`config.mk`:
```
export PLATFORM = sky130hd
export DESIGN_NAME = fpc_accumulator_flat
export DESIGN_NICKNAME = d
export VERILOG_FILES = /design/src/rtl/fpc_accumulator_pkg.sv /design/src/rtl/fpc_accumulator_if.sv /design/src/rtl/fpc_acc_lane.sv /design/src/rtl/fpc_accumulator.sv /design/src/flat_wrapper.sv
export SDC_FILE = /design/constraint.sdc
export NUM_CORES = 1
export LEC_CHECK = 0
export ABC_AREA = 1
export CAP_MARGIN = 20
export CORE_MARGIN = 4
export CORE_UTILIZATION = 60
export CTS_BUF_LIST = sky130_fd_sc_hd__clkbuf_8
export DETAILED_ROUTE_END_ITERATION = 16
export PLACE_DENSITY = 0.88
export SYNTH_ARGS = -nofsm -noshare
export SYNTH_HDL_FRONTEND = slang
export SYNTH_HIERARCHICAL = 1
export SYNTH_SLANG_ARGS = --single-unit
```
`constraint.sdc`:
```
create_clock -name clk -period 3.9 [get_ports clk]
set_input_delay 0.78 -clock clk [delete_from_list [all_inputs] [get_ports clk]]
set_output_delay 0.78 -clock clk [all_outputs]
set_load 0.03 [all_outputs]
```
`src/rtl/fpc_accumulator_pkg.sv`:
```
// Shared types and width/limit helpers for the complex frame accumulator.
// Saturation limits are consumed only when FPC_ACCUMULATOR_SAT_EN is defined.
package fpc_accumulator_pkg;

  typedef enum logic [0:0] {
    ACC  = 1'b0,
    SEND = 1'b1
  } state_e;

  // Wide enough to hold m worst-case n-bit operands plus a guard bit.
  function automatic int acc_width(input int n, input int m);
    return n + $clog2(m) + 1;
  endfunction

  function automatic int count_width(input int m);
    return (m > 1) ? $clog2(m) : 1;
  endfunction

  // Limits are returned in 64 bits; callers narrow them to their own width.
  function automatic logic signed [63:0] sat_max(input int n);
    return (64'sd1 <<< (n - 1)) - 64'sd1;
  endfunction

  function automatic logic signed [63:0] sat_min(input int n);
    return -(64'sd1 <<< (n - 1));
  endfunction

endpackage

```
`src/rtl/fpc_accumulator_if.sv`:
```
// Product-in / sum-out val/rdy bundle for the complex frame accumulator.
interface fpc_accumulator_if #(
  parameter int n = 32
) ();

  logic         recv_val;
  logic         recv_rdy;
  logic [n-1:0] in_r;
  logic [n-1:0] in_c;
  logic         send_val;
  logic         send_rdy;
  logic [n-1:0] sr;
  logic [n-1:0] sc;

  modport master (
    output recv_val, in_r, in_c, send_rdy,
    input  recv_rdy, send_val, sr, sc
  );

  modport slave (
    input  recv_val, in_r, in_c, send_rdy,
    output recv_rdy, send_val, sr, sc
  );

endinterface

```
`src/rtl/fpc_acc_lane.sv`:
```
// One accumulator lane: wide signed sum, clear on delivery, n-bit output register.
// FPC_ACCUMULATOR_SAT_EN selects saturation instead of wrap-around on output.
module fpc_acc_lane
  import fpc_accumulator_pkg::*;
#(
  parameter int n = 32,
  parameter int m = 8
) (
  input  logic         clk,
  input  logic         reset,
  input  logic         add_en,
  input  logic         last,
  input  logic         clr,
  input  logic [n-1:0] din,
  output logic [n-1:0] dout
);

  localparam int acc_w = acc_width(n, m);

`ifdef FPC_ACCUMULATOR_SAT_EN
  localparam logic signed [acc_w-1:0] hi_w = acc_w'(sat_max(n));
  localparam logic signed [acc_w-1:0] lo_w = acc_w'(sat_min(n));
`endif

  logic signed [acc_w-1:0] acc_q, acc_d, sum;
  logic        [n-1:0]     out_q, out_d, conv;

  // NOTE: every always_comb output gets a default first so no path leaves it unassigned (no latch).
  always_comb begin
    sum = acc_q + {{(acc_w - n){din[n-1]}}, din};

`ifdef FPC_ACCUMULATOR_SAT_EN
    if (sum > hi_w)      conv = hi_w[n-1:0];
    else if (sum < lo_w) conv = lo_w[n-1:0];
    else                 conv = sum[n-1:0];
`else
    conv = sum[n-1:0];
`endif

    acc_d = acc_q;
    if (clr)         acc_d = '0;
    else if (add_en) acc_d = sum;

    out_d = out_q;
    if (last) out_d = conv;
  end

  // NOTE: state registers use non-blocking assignments so all flops update from pre-edge values.
  always_ff @(posedge clk) begin
    if (!reset) begin
      acc_q <= '0;
      out_q <= '0;
    end else begin
      acc_q <= acc_d;
      out_q <= out_d;
    end
  end

  assign dout = out_q;

endmodule

```
`src/rtl/fpc_accumulator.sv`:
```
// Streaming complex accumulator: sums m products per frame, then holds the result.
// Define FPC_ACCUMULATOR_SAT_EN to saturate (instead of wrap) the n-bit outputs.
module fpc_accumulator
  import fpc_accumulator_pkg::*;
#(
  parameter int n = 32,
  parameter int d = 16,
  parameter int m = 8
) (
  input  logic             clk,
  input  logic             reset,
  fpc_accumulator_if.slave bus
);

  localparam int count_w = count_width(m);

  if (m < 1 || d < 0 || d >= n) begin : g_bad_cfg
    $error("fpc_accumulator: illegal parameters");
  end

  state_e             state_q, state_d;
  logic [count_w-1:0] count_q, count_d;
  logic               recv_rdy_q, recv_rdy_d;
  logic               send_val_q, send_val_d;
  logic               accept, last, send_done;

  // Handshake outputs come from flops, so recv_rdy only rises after reset is released.
  assign accept    = bus.recv_val & recv_rdy_q;
  assign last      = accept && (count_q == count_w'(m - 1));
  assign send_done = send_val_q & bus.send_rdy;

  always_comb begin
    state_d = state_q;
    count_d = count_q;
    case (state_q)
      ACC: begin
        if (last) begin
          count_d = '0;
          state_d = SEND;
        end else if (accept) begin
          count_d = count_q + 1'b1;
        end
      end
      SEND: begin
        if (send_done) state_d = ACC;
      end
    endcase
    recv_rdy_d = (state_d == ACC);
    send_val_d = (state_d == SEND);
  end

  always_ff @(posedge clk) begin
    if (!reset) begin
      state_q    <= ACC;
      count_q    <= '0;
      recv_rdy_q <= 1'b0;
      send_val_q <= 1'b0;
    end else begin
      state_q    <= state_d;
      count_q    <= count_d;
      recv_rdy_q <= recv_rdy_d;
      send_val_q <= send_val_d;
    end
  end

  assign bus.recv_rdy = recv_rdy_q;
  assign bus.send_val = send_val_q;

  fpc_acc_lane #(.n(n), .m(m)) u_lane_r (
    .clk    (clk),
    .reset  (reset),
    .add_en (accept),
    .last   (last),
    .clr    (send_done),
    .din    (bus.in_r),
    .dout   (bus.sr)
  );

  fpc_acc_lane #(.n(n), .m(m)) u_lane_c (
    .clk    (clk),
    .reset  (reset),
    .add_en (accept),
    .last   (last),
    .clr    (send_done),
    .din    (bus.in_c),
    .dout   (bus.sc)
  );

endmodule

```
`src/flat_wrapper.sv`:
```
// flat-port wrapper written by rule: the top's interface ports become plain ports
module fpc_accumulator_flat import fpc_accumulator_pkg::*;
#(
  parameter int n = 32,
  parameter int d = 16,
  parameter int m = 8
)
  (clk, reset, bus_recv_val, bus_in_r, bus_in_c, bus_send_rdy, bus_recv_rdy, bus_send_val, bus_sr, bus_sc);
  fpc_accumulator_if #(.n(n)) bus_i ();
  input  logic clk;
  input  logic reset;
  input wire logic [$bits(bus_i.recv_val)-1:0] bus_recv_val;
  input wire logic [$bits(bus_i.in_r)-1:0] bus_in_r;
  input wire logic [$bits(bus_i.in_c)-1:0] bus_in_c;
  input wire logic [$bits(bus_i.send_rdy)-1:0] bus_send_rdy;
  output wire logic [$bits(bus_i.recv_rdy)-1:0] bus_recv_rdy;
  output wire logic [$bits(bus_i.send_val)-1:0] bus_send_val;
  output wire logic [$bits(bus_i.sr)-1:0] bus_sr;
  output wire logic [$bits(bus_i.sc)-1:0] bus_sc;
  assign bus_i.recv_val = bus_recv_val;
  assign bus_i.in_r = bus_in_r;
  assign bus_i.in_c = bus_in_c;
  assign bus_i.send_rdy = bus_send_rdy;
  assign bus_recv_rdy = bus_i.recv_rdy;
  assign bus_send_val = bus_i.send_val;
  assign bus_sr = bus_i.sr;
  assign bus_sc = bus_i.sc;
  fpc_accumulator #(.n(n), .d(d), .m(m)) u_core (.clk(clk), .reset(reset), .bus(bus_i));
endmodule
```
=== Word-level counts from Yosys, hierarchy flattened ===
Index checks and enable logic that the tools add are counted.

* Flip-flop bits (word level): 141
* Output and inout bits: 66
* Word-level logic and storage cells: 25

* Add/subtract/negate cells: 3
* Equal/unequal tests: 1
* Multiplexer cells: 5
* Bitwise logic cells: 5
* Reduce and logical (&&, ||, !) cells: 4

{| class="wikitable"
|+ Operators with widths
! operator !! number
|-
| 36-bit adder || 2
|-
| 3-bit 2-to-1 mux || 2
|-
| 3-bit by 1-bit adder with 3-bit output (second input constant) || 1
|-
| 3-bit == test (second input constant) || 1
|-
| 1-bit inverter || 3
|-
| 1-bit bitwise AND || 2
|-
| 1-bit 2-to-1 mux || 2
|-
| 1-bit case mux with 2 select lines || 1
|-
| 2-bit AND reduction || 1
|-
| 2-bit nonzero test || 1
|-
| 2-bit OR reduction || 1
|-
| 1-bit logical AND || 1
|}

=== Depth between registers and ports, before layout ===
* Depth in word-level cells: 5
* Gate-level depth with buffers: 15
* Gate-level depth less buffers: 15

=== By module ===
The synthesis kept the hierarchy.

{| class="wikitable"
|+ By module, submodules not included
! module !! instances !! cells an instance !! area an instance (sq um) !! seq. area each (sq um)
|-
| fpc_acc_lane || 2 || 861 || 4958.5 || 1281.2
|-
| fpc_accumulator || 1 || 38 || 250.2 || 100.1
|}

=== Worst setup path before layout ===
OpenSTA, ideal clock, no wires.

* Kind: input-to-reg
* From: input bus_in_c[0]
* To: register u_core.u_lane_c.acc_q[20]
* Arrival: 2176 ps
* Setup slack: 1615 ps
* Cell stages on the path: 12
* Buffers on the path: 0
* Path through: ha_1 fa_1 nand3_1 nand3_1 nand3_1 nand3_1 nand3_1 nand2_1 nand2_1 nand3_1 nand2_1 inv_1

* Longest elaborated chain between the ends: 1

{| class="wikitable"
|+ Ends and longest elaborated chain
! element !! line !! text
|-
| start: declaration || flat_wrapper.sv:14 || <nowiki>input wire logic [$bits(bus_i.in_c)-1:0] bus_in_c;</nowiki>
|-
| 36-bit adder || fpc_acc_lane.sv:30 || <nowiki>sum = acc_q + {{(acc_w - n){din[n-1]}}, din};</nowiki>
|-
| end signal: assignment || fpc_acc_lane.sv:51 || <nowiki>acc_q <= '0;</nowiki>
|-
| end signal: assignment || fpc_acc_lane.sv:54 || <nowiki>acc_q <= acc_d;</nowiki>
|-
| end: declaration || fpc_acc_lane.sv:25 || <nowiki>logic signed [acc_w-1:0] acc_q, acc_d, sum;</nowiki>
|}

No other way between the ends.
A chain may end at the register's enable or synchronous reset.

=== Worst setup path in the final report ===
* From: input bus_in_c[12]
* To: register u_core.u_lane_c.acc_q[13]

The elaborated chain is that of the path after synthesis.

==> run metrics <==
Setup crit start kind=input port; ANT nets after route=0; TNS Setup=0 ns; CP max stage cell=clkdlybuf4s50_1; # IOs=between 100 and 150; Post-synth EDFFs=0; CTS resizes=0; Avg Cell Area, Syn=5.78 um2; placement row count=47; antenna violations before repair=0; WS Path Type=input port to flip-flop; Layout Area Growth over Synthesis=17.7%; H-tree Lvls=4; share of cells above drive strength 1=between 4 and 5%; Worst Tran Pin Value=between 0.7 and 0.8 ns; Netlist cell types=29; status=finished clean; final setup vio count=0; WL final=approximately 28 mm; Final Hold Slack=0.471 ns; largest net degree at the start of global routing=39; minimum clock period=2.53 ns; # diodes=0; vias in the first global route=between 10000 and 15000; height of the die=138 um; Core ar.=0.0166 mm2; drt first pass iters=7; cells after synthesis=1760; final net count=between 2000 and 2500; post-synthesis register bit count=between 100 and 150; clock slew seen by the registers of the worst setup and hold paths=0.08 ns; Cell Pwr Density=312 mW/mm2; Setup Skew=about 0.011 ns; Yosys warnings=6; Clock Latency Late Sink=0.46 ns; Final Hold Fails=0; global route overflow=0; Remaining DRCs=0; worst-case clock buffer depth=2; clk sinks=133; RSZ-0062 raised after global routing=false; most frequent cells after synthesis=nand2_1, inv_1, nor2_1, dfxtp_1, nand3_1; total track usage=about 29%; top cell type's share of synthesized area=26.2%; vias per cell=around 5.1; Pleak=roughly 7.0 nW; max-slew violations=0; post-synth top area cell=dfxtp_1; Max stage delay on crit path=0.44 ns; clock tree from TritonCTS=yes; # port buffers=133; Max VDD drop=0.214 mV; most frequent cell after synthesis=nand2_1; post-synthesis cell area=roughly 0.01 mm2; CTS buffer count=17; Synth area leaders=dfxtp_1, nand2_1, inv_1, nor2_1, ha_1; die width=138 um; HPWL after DPL=21.6 mm; Crit path required time=4.23 ns; # hold bufs at CTS=0; Worst Hold Class=flip-flop to flip-flop; WL/cell=13.5 um; Seq/Total Area, Yosys=26.2%; Iteration-0 DRC Markers=between 800 and 900; most used flip-flop cell after synthesis=dfxtp_1; CTS Root Cell=clkbuf_8; Final GP Congestion=0.985; Synth async-reset ratio=0%; max cap viols=0; FMAX=between 0.3 and 0.4 GHz; first-pass GRT wire length=46.9 mm; initial core utilization=between 60% and 70%; crit-path cells=clkdlybuf4s50_1, ha_1, nand2_1, inv_2, nand2_1, inv_1, a21oi_1, nand2_2, xor2_1, o21ai_0, inv_1; die area=0.0191 mm2; Fillers=1525; Rel. slew slack=about half; CP max FO=4; post-CTS setup buffers=0; period utilisation layout=approximately 65%; arrival time at the worst endpoint=approximately 2.9 ns; crit end category=flip-flop; vias=~11000; Synthesized Nets=between 1500 and 2000
-- area by class of cell --
cell class	count	area (um2)	area share, %
flip-flops and latches	133	2660	22.3
multi-input cells	1220	5850	48.9
clock buffers	19	262	2.19
inverters	365	1370	11.5
well taps	220	275	2.30
clock inverters	12	154	1.29
repair buffers	139	1390	11.6
-- state kept, by name (all words and copies together), names as in the netlist --
register               flops
u_core/u_lane_c/acc_q     32
u_core/bus.recv_rdy        1
u_core/bus.send_val        1
u_core/u_lane_c/dout      32
u_core/u_lane_r/dout      32
u_core/count_q             3
u_core/u_lane_r/acc_q     32
-- worst paths after layout --
check / startpoint / cells past startpoint / slack, ns / endpoint
max reg2reg: u_core/count_q[0] / 8 / 1.70 / u_core/u_lane_c/dout[25]
max: bus_in_c[12] / 11 / 1.37 / u_core/u_lane_c/acc_q[13]
min reg2reg: u_core/u_lane_r/acc_q[0] / 2 / 0.47 / u_core/u_lane_r/acc_q[0]
min: u_core/u_lane_r/acc_q[0] / 2 / 0.47 / u_core/u_lane_r/acc_q[0]
-- placed cells by master (no fill, tap or decap), types with 3 or more instances in the layout --
master	n
ha_1	64
xnor2_1	6
a21o_1	8
inv_1	360
nand3_2	3
nand2_1	504
nand3_1	131
o21bai_1	6
clkinv_2	3
nor2_2	10
clkbuf_8	19
buf_4	5
a21oi_1	45
clkdlybuf4s50_1	133
o21ai_0	56
clkinvlp_4	3
xor2_1	24
and2_1	4
nand2_2	22
bufinv_16	3
dfxtp_1	133
nand4_1	6
inv_2	5
nor2_1	319
-- worst max-delay path: cells and delay by family --
family	cells	cell delay [ns]
buffers and inverters	4	0.65
AOI/OAI and AO/OA	2	0.46
adders and majority gates	1	0.39
and+or+nand+nor	3	0.36
xor gates and xnor gates	1	0.20
-- layer usage --
layer  share of wire (%)  global-route usage [%]  vias up
met1                  42                    35.4     4738
li1                    -                       -     5493
met3                 6.5                    5.56       83
met5                   0                       0        -
met4                 3.1                    9.52        0
met2                  48                    52.5      376
-- power by group --
group          internal (mW)  total, mW  switching, mW
clock network          0.663       1.25          0.589
logic                  0.367       1.03          0.665
registers               1.41       1.45         0.0362
total                   2.44       3.73           1.29
-- cells by family (layout without fill, tap and decap cells) --
logic type	after synthesis	after routing	synth area share (%)
simple gates	1009	1009	40.7
buf+inv	407	535	16.3
flops	133	133	26.2
compound gates	115	115	6.01
fa+ha+maj	66	66	8.27
xor+xnor	30	30	2.58
-- through the flow --
stage	power, mW	utilization (%)	std cells	cell area, um2	worst slack, ns
after floorplan	2.20	-	1760	10200	1.62
after global placement	2.45	69.6	2077	11500	0.989
after detailed placement	2.48	69.6	2077	11500	0.945
after CTS	3.73	72.1	2108	12000	1.43
after global routing	3.95	72.1	2108	12000	1.21
final	3.73	72.1	2108	12000	1.37
Note: power is estimated with default switching activity, not from simulation.
